**config.mk**
```make
export PLATFORM = sky130hd
export DESIGN_NAME = aes_result_byte_scanner
export DESIGN_NICKNAME = d
export VERILOG_FILES = /design/src/rtl/aes_pkg.sv /design/src/rtl/bcd_serial_converter.sv /design/src/rtl/aes_result_byte_scanner.sv
export SDC_FILE = /design/constraint.sdc
export NUM_CORES = 1
export LEC_CHECK = 0
export BUFFER_PORTS_ARGS = -buffer_cell sky130_fd_sc_hd__buf_2
export CAP_MARGIN = 25
export CELL_PAD_IN_SITES_DETAIL_PLACEMENT = 0
export CELL_PAD_IN_SITES_GLOBAL_PLACEMENT = 2
export CORE_AREA = 2 2 169 171
export CTS_BUF_LIST = sky130_fd_sc_hd__clkbuf_8 sky130_fd_sc_hd__clkbuf_16
export DETAILED_ROUTE_END_ITERATION = 10
export DIE_AREA = 0 0 171 173
export PLACE_DENSITY = 0.83
export SLEW_MARGIN = 30
export SYNTH_ARGS = -nofsm -noshare
export SYNTH_HDL_FRONTEND = slang
export SYNTH_SLANG_ARGS = --single-unit
```
**constraint.sdc**
```tcl
create_clock -name clk -period 9.7 [get_ports clk]
set_input_delay 2.425 -clock clk [delete_from_list [all_inputs] [get_ports clk]]
set_output_delay 2.425 -clock clk [all_outputs]
set_load 0.05 [all_outputs]
```
**src/rtl/aes_pkg.sv**
```systemverilog
// Shared types and constants for the AES result byte scanner.
// Scanner state encoding and byte/BCD geometry.
package aes_pkg;

  typedef enum logic [1:0] {
    IDLE,
    CONVERT,
    HOLD
  } scan_state_t;

  localparam int NUM_BYTES = 16;
  localparam int BYTE_W    = 8;
  localparam int BCD_W     = 12;
  localparam int BCD_ITER  = 8;

endpackage

```
**src/rtl/bcd_serial_converter.sv**
```systemverilog
// Sequential 8-bit binary to 3-digit BCD converter (double-dabble).
// Ports: clk, reset (async, active-high); start/bin launch a conversion;
// busy = iterations 2..8 pending; done/result valid in the cycle whose
// closing edge performs the 8th iteration.
module bcd_serial_converter
  import aes_pkg::*;
(
  input  logic              clk,
  input  logic              reset,
  input  logic              start,
  input  logic [BYTE_W-1:0] bin,
  output logic              busy,
  output logic              done,
  output logic [BCD_W-1:0]  result
);

  logic [19:0] work;
  logic [19:0] src;
  logic [19:0] adj;
  logic [19:0] step;
  logic [2:0]  cnt;
  logic        busy_q;
  logic        active;
  logic        last;

  // The first iteration works straight off bin, so a conversion
  // takes exactly BCD_ITER edges counting the start edge.
  always_comb begin
    src = busy_q ? work : {12'd0, bin};
    adj = src;
    for (int i = 0; i < 3; i++) begin
      if (src[8+4*i +: 4] >= 4'd5)
        adj[8+4*i +: 4] = src[8+4*i +: 4] + 4'd3;
    end
    step = {adj[18:0], 1'b0};
  end

  assign active = start | busy_q;
  assign last   = active && (cnt == 3'(BCD_ITER - 1));
  assign busy   = busy_q;
  assign done   = last;
  assign result = step[19:8];

  always_ff @(posedge clk or posedge reset) begin
    if (reset) begin
      work   <= '0;
      cnt    <= '0;
      busy_q <= 1'b0;
    end else if (active) begin
      work   <= step;
      cnt    <= cnt + 3'd1;
      busy_q <= !last;
    end
  end

endmodule

```
**src/rtl/aes_result_byte_scanner.sv**
```systemverilog
// Walks a captured 128-bit AES result byte by byte (MSB byte first),
// converts each byte to BCD and holds it for DWELL_CYCLES clocks.
// Ports: clk, reset (async, active-high); in_block/in_valid/in_ready
// handshake; byte_idx/byte_out/bcd_out/bcd_valid display feed; done
// pulses once after the final byte of a non-looping scan.
module aes_result_byte_scanner
  import aes_pkg::*;
#(
  parameter int unsigned DWELL_CYCLES = 25_000_000,
  parameter bit          LOOP         = 1'b0
) (
  input  logic                     clk,
  input  logic                     reset,
  input  logic [NUM_BYTES*8-1:0]   in_block,
  input  logic                     in_valid,
  output logic                     in_ready,
  output logic [3:0]               byte_idx,
  output logic [BYTE_W-1:0]        byte_out,
  output logic [BCD_W-1:0]         bcd_out,
  output logic                     bcd_valid,
  output logic                     done
);

  localparam logic [3:0] LAST_IDX = 4'(NUM_BYTES - 1);

  scan_state_t state;
  scan_state_t state_n;

  logic [NUM_BYTES*8-1:0] blk;
  logic [NUM_BYTES*8-1:0] blk_sh;
  logic [31:0]            dwell;
  logic                   accept;
  logic                   dwell_end;
  logic                   conv_start;
  logic                   conv_busy;
  logic                   conv_done;
  logic [BCD_W-1:0]       conv_result;

  assign in_ready  = (state == IDLE) ||
                     (LOOP && (state == HOLD));
  assign accept    = in_valid && in_ready;
  assign dwell_end = (dwell == 32'(DWELL_CYCLES - 1));

  // Byte mux: shifting byte_idx bytes left brings it to the top.
  always_comb begin
    blk_sh   = blk << {byte_idx, 3'b000};
    byte_out = blk_sh[NUM_BYTES*8-1 -: BYTE_W];
  end

  bcd_serial_converter u_conv (
    .clk    (clk),
    .reset  (reset),
    .start  (conv_start),
    .bin    (byte_out),
    .busy   (conv_busy),
    .done   (conv_done),
    .result (conv_result)
  );

  always_comb begin
    state_n    = state;
    conv_start = 1'b0;
    unique case (state)
      IDLE: begin
        if (accept) state_n = CONVERT;
      end
      CONVERT: begin
        conv_start = !conv_busy;
        if (conv_done) state_n = HOLD;
      end
      HOLD: begin
        // A new block wins over dwell expiry.
        if (accept)
          state_n = CONVERT;
        else if (dwell_end)
          state_n = (byte_idx != LAST_IDX || LOOP) ?
                    CONVERT : IDLE;
      end
      default: state_n = IDLE;
    endcase
  end

  always_ff @(posedge clk or posedge reset) begin
    if (reset) state <= IDLE;
    else       state <= state_n;
  end

  always_ff @(posedge clk or posedge reset) begin
    if (reset) begin
      blk       <= '0;
      byte_idx  <= '0;
      bcd_out   <= '0;
      bcd_valid <= 1'b0;
      done      <= 1'b0;
      dwell     <= '0;
    end else begin
      done <= 1'b0;
      if (accept) begin
        blk       <= in_block;
        byte_idx  <= '0;
        bcd_valid <= 1'b0;
      end else if (state == CONVERT) begin
        if (conv_done) begin
          bcd_out   <= conv_result;
          bcd_valid <= 1'b1;
          dwell     <= '0;
        end
      end else if (state == HOLD) begin
        dwell <= dwell + 32'd1;
        if (dwell_end) begin
          if (byte_idx != LAST_IDX) begin
            byte_idx  <= byte_idx + 4'd1;
            bcd_valid <= 1'b0;
          end else if (LOOP) begin
            byte_idx  <= '0;
            bcd_valid <= 1'b0;
          end else begin
            done <= 1'b1;
          end
        end
      end
    end
  end

endmodule

```
Word-level counts from Yosys, hierarchy flattened. Cells that the tools add are included.

Output and inout port bits: 27. Bits in registers: 203. Input bits: 131. Logic and storage cells: 79.

Shift operators: 1. Order comparisons: 3. Equality and inequality tests: 10. Bitwise logic cells: 2. Add/sub/neg operators: 6. Reductions and logical operators: 17. Multiplexer cells: 30.

Operators by type and width (count): $shl 128x7->128 (1); $mux 32 (3); $add 32x1->32 const B (1); $eq 32x25->1 const B (1); $mux 4 (7); $mux 20 (1); $mux 1 (13); $ge 4x3->1 const B (3); $reduce_and 3->1 (3); $reduce_bool 3->1 (3); $add 4x2->4 const B (2); $mux 2 (4); $reduce_and 4->1 (2); $reduce_bool 2->1 (4); $pmux 2 s3 (1); $add 4x1->4 const B (1); $ne 2x1->1 const B (2); $ne 4x4->1 const B (1); $add 3x1->3 const B (1); $add 3x2->3 const B (1); $eq 3x3->1 const B (1); $mux 3 (1); $ne 3x2->1 const B (1); $ne 3x3->1 const B (1); other kinds (8) (10).

Logic depth before layout (Yosys ltp).
Depth after elaboration: 7. Depth in mapped cells: 9. Gate-level depth less buffers: 8.

Hierarchy. A second synthesis with hierarchy kept.

Cell total of the unflattened synthesis: 1047. Area total of the unflattened synthesis: 10009.6 um2.

Modules (own cells, without submodules): aes_result_byte_scanner (cells an instance 894, area an instance 8575.7 um2, seq. area each 4504.3 um2, times used 1); bcd_serial_converter (cells an instance 153, area an instance 1433.9 um2, seq. area each 575.6 um2, times used 1).

Least setup slack after synthesis. OpenSTA, ideal clock, no wires.

Path kind: register to output. Start: reg byte_idx[1]. End: out byte_out[0]. Buffers on the path: 3. Slack: 4.703 ns. Arrival time: 2.572 ns. Stages on the path, launching flop included: 7. Data required time: 7.275 ns. Cell sequence: dfrtp_1 > buf_2 > buf_2 > buf_2 > mux4_2 > mux2i_1 > mux2i_1.

Word-level cells in the longest chain between the ends: 1.

RTL lines: start, declared (RTL line aes_result_byte_scanner.sv:17) `output logic [3:0] byte_idx,`; start signal, assigned (RTL line aes_result_byte_scanner.sv:112) `byte_idx <= byte_idx + 4'd1;`; $shl 128x7->128 (RTL line aes_result_byte_scanner.sv:46) `blk_sh = blk << {byte_idx, 3'b000};`; end, declared (RTL line aes_result_byte_scanner.sv:18) `output logic [BYTE_W-1:0] byte_out,`.

No other way between the ends.

Final worst setup path.
Start: reg byte_idx[1]. End: out byte_out[4].

Same word-level chain as after synthesis.

==> flow_metrics.tcl <==
set metrics [dict create \
    grt_max_degree 126 \
    via_per_inst 4.81 \
    grt_pass1_vias 7786 \
    post_cts_buffers 0 \
    setup_slack_ns 4.38 \
    rows 61 \
    fin_crit_ns 5.32 \
    tightestPinTransition_ns 0.917 \
    overflow 0 \
    floorplan.initialDensity_pct 34.8 \
    maxSlewHeadroom_pct 38.8 \
    cts_htree_levels 1 \
    slowest_delay_ns 0.97 \
    clockBufferDepth 3 \
    syn-mean-instance-area_um2 9.33 \
    synth-edff-count 0 \
    ant_nets 0 \
    placed_area_um2 10700 \
    crit_arrival_ns 2.89 \
    port_buffers 157 \
    rsz0062_at_grt "no" \
    routed_wl_um 25200 \
    maxCapViolCount 0 \
    post-route-period-util_pct 54.8 \
    dp.cells 1515 \
    power_density_nw_per_um2 157 \
    critPathSlowestCell "dfrtp_2" \
    antenna_found_initial 0 \
    setup_viol 0 \
    synth_cell_type_count 44 \
    timing.critical_path.from_type "flop" \
    cts_made_buffers 24 \
    layout.nets 1308 \
    fin_skew_ns 0.0213 \
    area_delta_synth_final_pct 20.2 \
    critPathKind "flop to primary output" \
    seq_area_frac_synth_pct 52.8 \
    antenna_cells 0 \
    cts_tree "yes" \
    final_cell_area_um2 11600 \
    final_cells 1559 \
    synth_area_um2 9620 \
    critical_path_peak_fanout 37 \
    cts_root_buf "clkbuf_16" \
    wl_per_cell_um 16.1 \
    clkTransAtPathRegs_ns 0.06 \
    grt_pass1_wl_um 41700 \
    postSynth.asyncResetShare_pct 100 \
    status "complete, no violations" \
    drtIter0Drc 472 \
    firstDrtPassIters 5 \
    max_freq_mhz 188 \
    post_cts_resized 0 \
    dieArea_um2 29600 \
    pre_cts_ws_ns 4.92 \
    synthFlopType "dfrtp_1" \
    crit_chain "mux4_2 -> o22ai_1 -> nor2_1 -> buf_2" \
    clock-sinks 203 \
    coreArea_um2 27600 \
    cts.hold.buffers_added 0 \
    p_leak_nw 6.08 \
    gp_routability_congestion 0.786 \
    drc 0 \
    syn_nets 1176 \
    track_usage_pct 17.6 \
    drive_gt1_share_pct 21.8 \
    synth_seq_cells 203 \
    hold_path.class "flop to flop" \
    finalMaxSlewViolations 0 \
    vias 7499 \
    yosys_warnings 0 \
    dieHeight_um 173 \
    crit_required_ns 7.28 \
    total_power_mw 1.81 \
    syn_inst 1031 \
    fp.dieW_um 171 \
    hold_violations 0 \
    fin_tns_setup_ns 0 \
    peakVddDrop_mv 0.111 \
    post-dp-hpwl_um 17700 \
    ios 158 \
    end_kind "primary output" \
    clkLatencyLatePin_ns 0.53 \
]
==> cell usage in the layout, fill, tap and decap left out, types with 7 or more instances in the layout <==
cell	instances
nand2_1	434
dfrtp_1	201
buf_2	157
nor2_1	49
xnor2_1	31
mux4_2	31
inv_1	28
clkbuf_16	24
o21ai_0	22
a21oi_1	20
nor4_1	17
nand3_1	16
ha_1	14
o22ai_1	12
mux2i_1	10
mux2_2	10
nand2b_1	7
nor3_1	7
a211oi_1	7
clkbuf_8	7
==> path summary, 6_finish.rpt <==
kind                                    startpoint                      end  slack, ns  depth (start not counted)
max                        byte_idx[1]$_DFFE_PP0P_              byte_out[4]       4.38                          4
min                         bcd_out[5]$_DFFE_PP0P_   bcd_out[5]$_DFFE_PP0P_       0.47                          2
max reg2reg                   state[1]$_DFFE_PP0P_    dwell[31]$_DFFE_PP0P_       6.75                          8
min reg2reg                 bcd_out[5]$_DFFE_PP0P_   bcd_out[5]$_DFFE_PP0P_       0.47                          2
max in group asynchronous                    reset  byte_idx[1]$_DFFE_PP0P_       6.48                          3
min in group asynchronous                    reset      blk[27]$_DFFE_PP0P_       1.99                          2
==> sequential cells by signal (all words and copies together) (netlist names) <==
| name | flops |
|---|---|
| blk | 128 |
| dwell | 32 |
| u_conv.cnt | 3 |
| done | 1 |
| u_conv.busy | 1 |
| byte_idx | 4 |
| state | 2 |
| u_conv.work | 19 |
| bcd_out | 12 |
| bcd_valid | 1 |
==> cells by family (layout without fill, tap and decap cells) <==
group	after synthesis	count (layout)	synth area share (%)
fa+ha+maj	14	14	1.82
mux	51	51	9.47
simple gates	576	576	25.1
flops	203	203	52.8
compound gates	75	75	4.71
buf+inv	81	231	3.27
xor+xnor	31	31	2.82
==> worst max-delay path, delay by kind of cell, from the launching register on <==
kind	cells	cell delay, ns
AO/OA/AOI/OAI	1	0.37
buffers and inverters	1	0.25
flip-flops	1	0.97
multiplexers	1	0.61
AND/OR/NAND/NOR	1	0.16
==> Yosys cell counts, types with 2 or more instances <==
cell      count  share of area, %
nand3_1      16              0.83
buf_2         8              0.42
a211oi_1      7              0.55
nor4_1       17               1.1
ha_1         14               1.8
nor3_1        7              0.36
nor3b_1       4              0.31
inv_1        24              0.94
o22ai_1      12              0.78
xnor2_1      31               2.8
a211o_1       2              0.18
mux2i_1      10               1.0
a21oi_1      20               1.0
mux2_2       10               1.2
a21o_1        6              0.47
nor2b_1       5              0.33
buf_1        10              0.39
or2_2         2              0.13
and4_1        2              0.18
nor2_1       50               2.0
nor4b_1       3              0.27
o21ai_0      22               1.1
nand2b_1      7              0.46
and2_1        6              0.39
and4b_1       2              0.21
dfrtp_1     203                53
nand2_1     435                17
clkbuf_1     39               1.5
mux4_2       31               7.3
nand4_1       5              0.33
or3_1         3              0.20
and3_1        6              0.39
==> where the power goes <==
part           total, mW  internal, mW  leakage (nW)  switching, mW
Clock              0.920         0.559         0.432          0.361
Sequential         0.847         0.847          2.80              0
Combinational     0.0461        0.0194          2.86         0.0267
==> per-stage QoR <==
step                      utilization (%)  hold slack [ns]
after global placement               38.8            0.457
final                                41.8            0.470
after global routing                 41.8            0.496
after CTS                            41.8            0.477
after detailed placement             38.8            0.462
after floorplan                         -            0.440
==> area by class of cell <==
class	instances	area, um2
multi-input cells	747	4240
flip-flops and latches	203	5080
clock inverters	13	134
well taps	378	473
fillers	2842	16100
repair buffers	163	835
inverters	24	103
clock buffers	31	697
==> routing by layer <==
metal	wire (um)	track usage, %	vias to the layer above	part of all wire [%]
met5	0	0	-	0
met4	635	4.38	0	2.5
met3	1160	2.70	39	4.6
met2	10900	26.5	177	43
met1	12500	26.4	3630	50
li1	-	-	3653	-
Power figures use the tool's default switching activity.
